File: src/rtl/demux32_8.sv
// 32-bit to 8-bit serializer: one active word plus one pending word, four bytes per word.
// Define DEMUX_LSB_FIRST_EN to emit bytes least-significant first (default is MSB first).
module demux32_8 (
  input  logic        clk_4f,
  input  logic        reset,
  input  logic [31:0] data_in,
  input  logic        valid_in,
  output logic        ready_out,
  output logic [7:0]  data_out,
  output logic        valid_out
);

  localparam logic [0:0] IDLE = 1'b0;
  localparam logic [0:0] SEND = 1'b1;

  logic [0:0]  state_q, state_d;
  logic [1:0]  cnt_q, cnt_d;
  logic [31:0] active_q, active_d;
  logic [31:0] pending_q, pending_d;
  logic        pending_vld_q, pending_vld_d;
  logic        accept;
  logic [7:0]  cur_byte;

  assign ready_out = !pending_vld_q && !reset;
  assign accept    = valid_in && ready_out;

  always_comb begin
    cur_byte = 8'h00;
`ifdef DEMUX_LSB_FIRST_EN
    case (cnt_q)
      2'd0:    cur_byte = active_q[7:0];
      2'd1:    cur_byte = active_q[15:8];
      2'd2:    cur_byte = active_q[23:16];
      default: cur_byte = active_q[31:24];
    endcase
`else
    case (cnt_q)
      2'd0:    cur_byte = active_q[31:24];
      2'd1:    cur_byte = active_q[23:16];
      2'd2:    cur_byte = active_q[15:8];
      default: cur_byte = active_q[7:0];
    endcase
`endif
  end

  // Outputs decode straight from flops; SEND always means byte cnt_q is on the wire.
  assign valid_out = (state_q == SEND);
  assign data_out  = valid_out ? cur_byte : 8'h00;

  always_comb begin
    state_d       = state_q;
    cnt_d         = cnt_q;
    active_d      = active_q;
    pending_d     = pending_q;
    pending_vld_d = pending_vld_q;
    if (state_q == IDLE) begin
      if (accept) begin
        active_d = data_in;
        cnt_d    = 2'd0;
        state_d  = SEND;
      end
    end else if (cnt_q != 2'd3) begin
      cnt_d = cnt_q + 2'd1;
      if (accept) begin
        pending_d     = data_in;
        pending_vld_d = 1'b1;
      end
    end else begin
      // Last byte on the wire: pending word wins, then a fresh input, else go idle.
      cnt_d = 2'd0;
      if (pending_vld_q) begin
        active_d      = pending_q;
        pending_vld_d = 1'b0;
      end else if (accept) begin
        active_d = data_in;
      end else begin
        state_d = IDLE;
      end
    end
  end

  always_ff @(posedge clk_4f) begin
    if (reset) begin
      state_q       <= IDLE;
      cnt_q         <= 2'd0;
      active_q      <= 32'h0;
      pending_q     <= 32'h0;
      pending_vld_q <= 1'b0;
    end else begin
      state_q       <= state_d;
      cnt_q         <= cnt_d;
      active_q      <= active_d;
      pending_q     <= pending_d;
      pending_vld_q <= pending_vld_d;
    end
  end

endmodule
File: config.mk
export PLATFORM = sky130hd
export DESIGN_NAME = demux32_8
export DESIGN_NICKNAME = d
export VERILOG_FILES = /design/src/rtl/demux32_8.sv
export SDC_FILE = /design/constraint.sdc
export NUM_CORES = 1
export LEC_CHECK = 0
export CAP_MARGIN = 20
export CORE_ASPECT_RATIO = 0.75
export CORE_MARGIN = 8
export CORE_UTILIZATION = 45
export DETAILED_ROUTE_END_ITERATION = 12
export PLACE_DENSITY = 0.71
export SYNTH_ARGS = -nofsm -noshare
export SYNTH_HDL_FRONTEND = slang
export SYNTH_SLANG_ARGS = --single-unit
export TNS_END_PERCENT = 30
File: constraint.sdc
create_clock -name clk_4f -period 1.91 [get_ports clk_4f]
set_clock_uncertainty 0.15 [all_clocks]
set_input_delay 0.4775 -clock clk_4f [delete_from_list [all_inputs] [get_ports clk_4f]]
set_output_delay 0.4775 -clock clk_4f [all_outputs]
set_load 0.1 [all_outputs]
-- After elaboration in Yosys (flattened, before gate mapping)
Index checks and enable logic that the tools add are counted.
- register bits: 68
- latch bits: 0
- bits in writable memories: 0
- bits in read-only memories: 0
- input port bits: 35
- output and inout port bits: 10
- logic and storage cells: 34
- memories: 0
- $add $sub $neg: 1
- multiply operators: 0
- divide/modulo/power cells: 0
- magnitude comparators: 0
- equal/unequal tests: 5
- shifts and indexed selects: 0
- mux-type cells: 15
- bitwise operators: 0
- reduce and logical (&&, ||, !) cells: 8
- operators by type and width (operator ; number):
    two-way mux 32 bit ; 4
    one-hot mux 8 bit (3 select lines) ; 1
    two-way mux 8 bit ; 1
    two-way mux 1 bit ; 6
    two-way mux 2 bit ; 3
    != test 2 bit (second input constant) ; 3
    AND reduction 3 bit ; 1
    adder 2 x 1 -> 2 bit (second input constant) ; 1
    == test 2 x 1 -> 1 bit (second input constant) ; 1
    == test 2 bit (second input constant) ; 1
    logical AND 1 bit ; 2
    logical NOT 1 bit ; 2
    logical NOT 2 bit ; 1
    AND reduction 2 bit ; 1
    nonzero test 2 bit ; 1

-- Logic depth before layout (Yosys ltp)
- depth in word-level cells: 7
- gate-level depth with buffers: 8
- mapped depth without buffers: 6

-- Worst setup path before layout
OpenSTA, ideal clock, no wires.
- kind: reg2out
- from: reg state_q, in the netlist valid_out
- to: out data_out[0]
- data arrival time: 2.858 ns
- path slack: -1.575 ns
- stages on the path, launching flop included: 4
- buffers on the path: 1
- cell sequence: dfxtp_1 -> buf_2 -> clkinv_1 -> nor2_1
- word-level cells in the longest chain between the ends: 1
- RTL lines (element ; RTL line ; RTL):
    from (decl) ; 16 ; logic [0:0] state_q, state_d;
    from (signal assigned) ; 90 ; state_q <= state_d;
    two-way mux 8 bit ; 48 ; assign data_out = valid_out ? cur_byte : 8'h00;
    to (decl) ; 9 ; output logic [7:0] data_out,
Every way passes these cells.

-- Worst setup path after layout
- from: reg cnt_q[0]
- to: out data_out[6]
- word-level cells in the longest chain between the ends: 3
- elaborated cells between the ends (all ways): 5
- RTL lines (element ; RTL line ; RTL):
    from (decl) ; 17 ; logic [1:0] cnt_q, cnt_d;
    from (signal assigned) ; 91 ; cnt_q <= cnt_d;
    == test 2 bit (tied with other cells) ; 37 ; case (cnt_q)
    one-hot mux 8 bit (3 select lines) (*) ; 37 ;
    two-way mux 8 bit (*) ; 48 ;
Mark *: on every way between the ends. The rest lies on a longest branch, timed or not.

==> results by group <==
Outcome
  • Outcome: complete, but fails checks
  • Failing checks: setup timing

Setup path
  • CP Launch Type: register
  • Reg2reg end: pending_q[13]
  • Reg2Reg Depth: 8
  • Critical path class: register to primary output
  • Crit path from: cnt_q[0]
  • FF-to-FF setup slack: -0.05 ns
  • Critical path arrival: 1.89 ns
  • Crit path to: data_out[6]
  • Max FO, Critical Path: 8
  • Req. time, crit path: 1.28 ns
  • Critical R2R Launch: cnt_q[0]
  • Endpoint class of the critical path: primary output

STA
  • FMAX: 397.1 MHz
  • Hold_ws: 0.3083 ns
  • Final min period: 2.518 ns
  • Fin crit share: 1.318
  • Final Max Tran Viols: 0
  • Fin worst setup slack: -0.6081 ns
  • Final Hold Vio Count: 0
  • Slew @ Worst Pin: 0.6992 ns
  • Relative slew slack: 0.5339
  • RSZ-0062 raised after global routing: true
  • Final setup fails: 36

Layout
  • Layout area overhead: 42.60%
  • # fillers: 558
  • Seq. cell area: 0.001371 mm2
  • Area of the multi-input gates: 0.001693 mm2
  • Share of cells above drive strength 1: 0.2589
  • Antenna diodes: 0
  • Layout Nets: 482
  • Fin area: 0.004343 mm2

Pwr
  • Power per cell area: 874.5 mW/mm2
  • Worst vdd ir: 0.4400 mV
  • Leakage: 1.543 nW

Placed design
  • Post-DP HPWL: 5.719 mm
  • Placed Area: 0.003810 mm2
  • Port bufs: 44
  • GPL Wtd Cong: 0.8486

Synthesis
  • Adder-Cell Fraction of Synth Area: 0.01643
  • Sequential share of the synthesized area: 0.4470
  • Largest family of logic cells by synthesized area: simple AND/OR/NAND/NOR gates
  • Top post-synthesis cells by area: dfxtp_1 (45%), nand2_1 (12%), a311oi_1 (8.6%), a21oi_1 (7.2%), nor2_1 (6.2%)
  • Synth Area in Compound Gates: 0.2009
  • Flops & latches, synth: 68
  • Synth Area in XOR/XNOR: 0
  • Synth warn: 0
  • Mux contribution to synthesized area: 0
  • Synth unique cells: 27
  • Synth Area in Simple Gates: 0.2609
  • Cells after synthesis: 391
  • Synth area leader: dfxtp_1
  • Mapped Area: 0.003045 mm2
  • Mapped Avg Cell Area: 7.789 um2
  • Post-synth net total: 430
  • Post-synth top area share: 0.4470

Die
  • FP Rows: 26
  • I/O pin cnt: 45
  • Die area: 0.009683 mm2
  • Die height: 87.25 um
  • Initial core utilization: 0.4567
  • Die X-Extent: 111.0 um
  • Core area: 0.006669 mm2

Global routing
  • Vias in the first global route: 2913
  • Initial antenna violation count: 0
  • GR Util All Layers: 0.1826
  • First-pass GRT wire length: 14.29 mm
  • Largest net degree at the start of global routing: 61
  • Total grt overflow: 0

Clock tree
  • CTS H-tree depth: 3
  • CTS buffer count: 9
  • CTS tree: done
  • Clk slew on worst S/H paths: 0.08 ns
  • Clk buf depth: 2
  • Clk_lat worst skew: 0.35 ns
  • TritonCTS Sinks: 68
  • Hold_buf cts: 0
  • Root Driver: clkbuf_8

Drt
  • WL/cell: 17.16 um
  • DRC: 0
  • Routed vias: 3018
  • Initial drt markers: 202
  • Post-Route WL: 9.128 mm
  • Final ANT Viol Nets: 0
  • Vias per std cell: 5.673
  • Total iterations of the first detailed-routing run: 6

Hold path
  • Hold Path Class: register to register

Flow run
  • Max-cap violations: 0
kinds of logic (layout without fill, tap and decap cells):
logic type | after synthesis | count (layout)
AO/OA/AOI/OAI | 88 | 88
adder cells (fa/ha/maj) | 4 | 4
buffers and inverters | 42 | 99
flip-flops | 68 | 68
AND/OR/NAND/NOR | 189 | 189
through the flow:
stage	std cells	TNS [ns]	total power, mW	utilization	worst slack, ns
after floorplan	391	-1.185	2.028	-	-0.1548
after global placement	507	-16.13	2.262	0.5713	-0.2683
after detailed placement	507	-16.44	2.274	0.5713	-0.3365
after CTS	523	-4.288	3.727	0.6118	-0.6009
after global routing	532	-8.669	3.945	0.6512	-0.7310
final	532	-5.137	3.798	0.6512	-0.6081
power by group:
group          leakage (nW)  internal, mW  switching [mW]
Sequential            0.558          1.51          0.0745
Combinational         0.865         0.323           0.420
Clock                 0.121         0.877           0.595
Total                  1.54          2.71            1.09
cell usage after synthesis:
library cell	number
a211oi_1	1
a21oi_1	44
a222oi_1	8
a311oi_1	30
a311oi_2	1
a31oi_1	1
and3_1	1
buf_1	2
buf_2	11
buf_4	3
buf_6	6
clkbuf_1	16
clkinv_1	1
dfxtp_1	68
ha_1	4
inv_1	3
nand2_1	97
nand2b_1	3
nand2b_4	2
nand3_1	32
nor2_1	50
nor2b_1	1
nor3_2	1
nor3b_1	1
o211a_1	1
o21ai_0	2
or3_1	1
registers in the layout (all words and copies together) (netlist names):
signal / count
active_q: 32
cnt_q: 2
pending_q: 32
pending_vld_q: 1
valid_out: 1
timing repair:
action,in CTS,in global routing
pin swaps,15,22
endpoints found under the setup margin,13,73
resized for setup,7,41
cloned,0,3
endpoints found under the hold margin,0,0
setup buffers,0,6
worst min-delay path by stage:
stage,slack (ns),depth (start not counted),endpoint,startpoint
finish,0.31,2,pending_q[18],pending_q[18]
global route,0.33,2,pending_q[18],pending_q[18]
CTS,0.31,2,pending_q[8],pending_q[8]
floorplan,0.28,2,pending_q[29],pending_q[29]
detailed placement,0.30,2,pending_q[8],pending_q[8]
global placement,0.29,2,pending_q[2],pending_q[2]
per-layer routing:
layer,global-route usage,part of all wire,up-vias,wire length [um]
li1,-,-,1469,-
met1,0.2383,0.48,1441,4359
met2,0.2835,0.44,101,4003
met3,0.05579,0.075,7,681
met4,0.05134,0.0091,0,83
met5,0,0,-,0
critical path, cell delays in order, from the launching register on:
cell and delay, ns:
dfxtp_4 0.39, inv_4 0.04, ha_4 0.18, a222oi_1 0.47
nor2_2 0.08, a21oi_2 0.16, nor2_4 0.05, buf_12 0.16
layout by cell type, fill, tap and decap left out, types with 2 or more instances in the layout:
master | Yosys | final
a21oi_1 | 44 | 30
a21oi_2 | 0 | 14
a222oi_1 | 8 | 8
a311oi_1 | 30 | 24
a311oi_2 | 1 | 7
buf_12 | 0 | 14
buf_4 | 3 | 25
buf_6 | 6 | 2
buf_8 | 0 | 2
bufinv_16 | 0 | 3
clkbuf_16 | 0 | 2
clkbuf_8 | 0 | 9
clkdlybuf4s50_1 | 0 | 33
dfxtp_1 | 68 | 64
dfxtp_2 | 0 | 2
dfxtp_4 | 0 | 2
ha_4 | 0 | 3
inv_4 | 0 | 2
inv_6 | 0 | 2
nand2_1 | 97 | 90
nand2_2 | 0 | 7
nand2b_1 | 3 | 3
nand2b_4 | 2 | 2
nand3_1 | 32 | 32
nor2_1 | 50 | 40
nor2_4 | 0 | 9
o21ai_0 | 2 | 2
final cells by class:
type,count,area share
clock buffer,9,0.02852
clock inverter,7,0.02795
inverter,4,0.005186
multi-input combinational,281,0.3898
sequential,68,0.3158
tap,84,0.02420
timing repair buffer,79,0.2086
No activity file was read; power rests on OpenSTA's default activity.
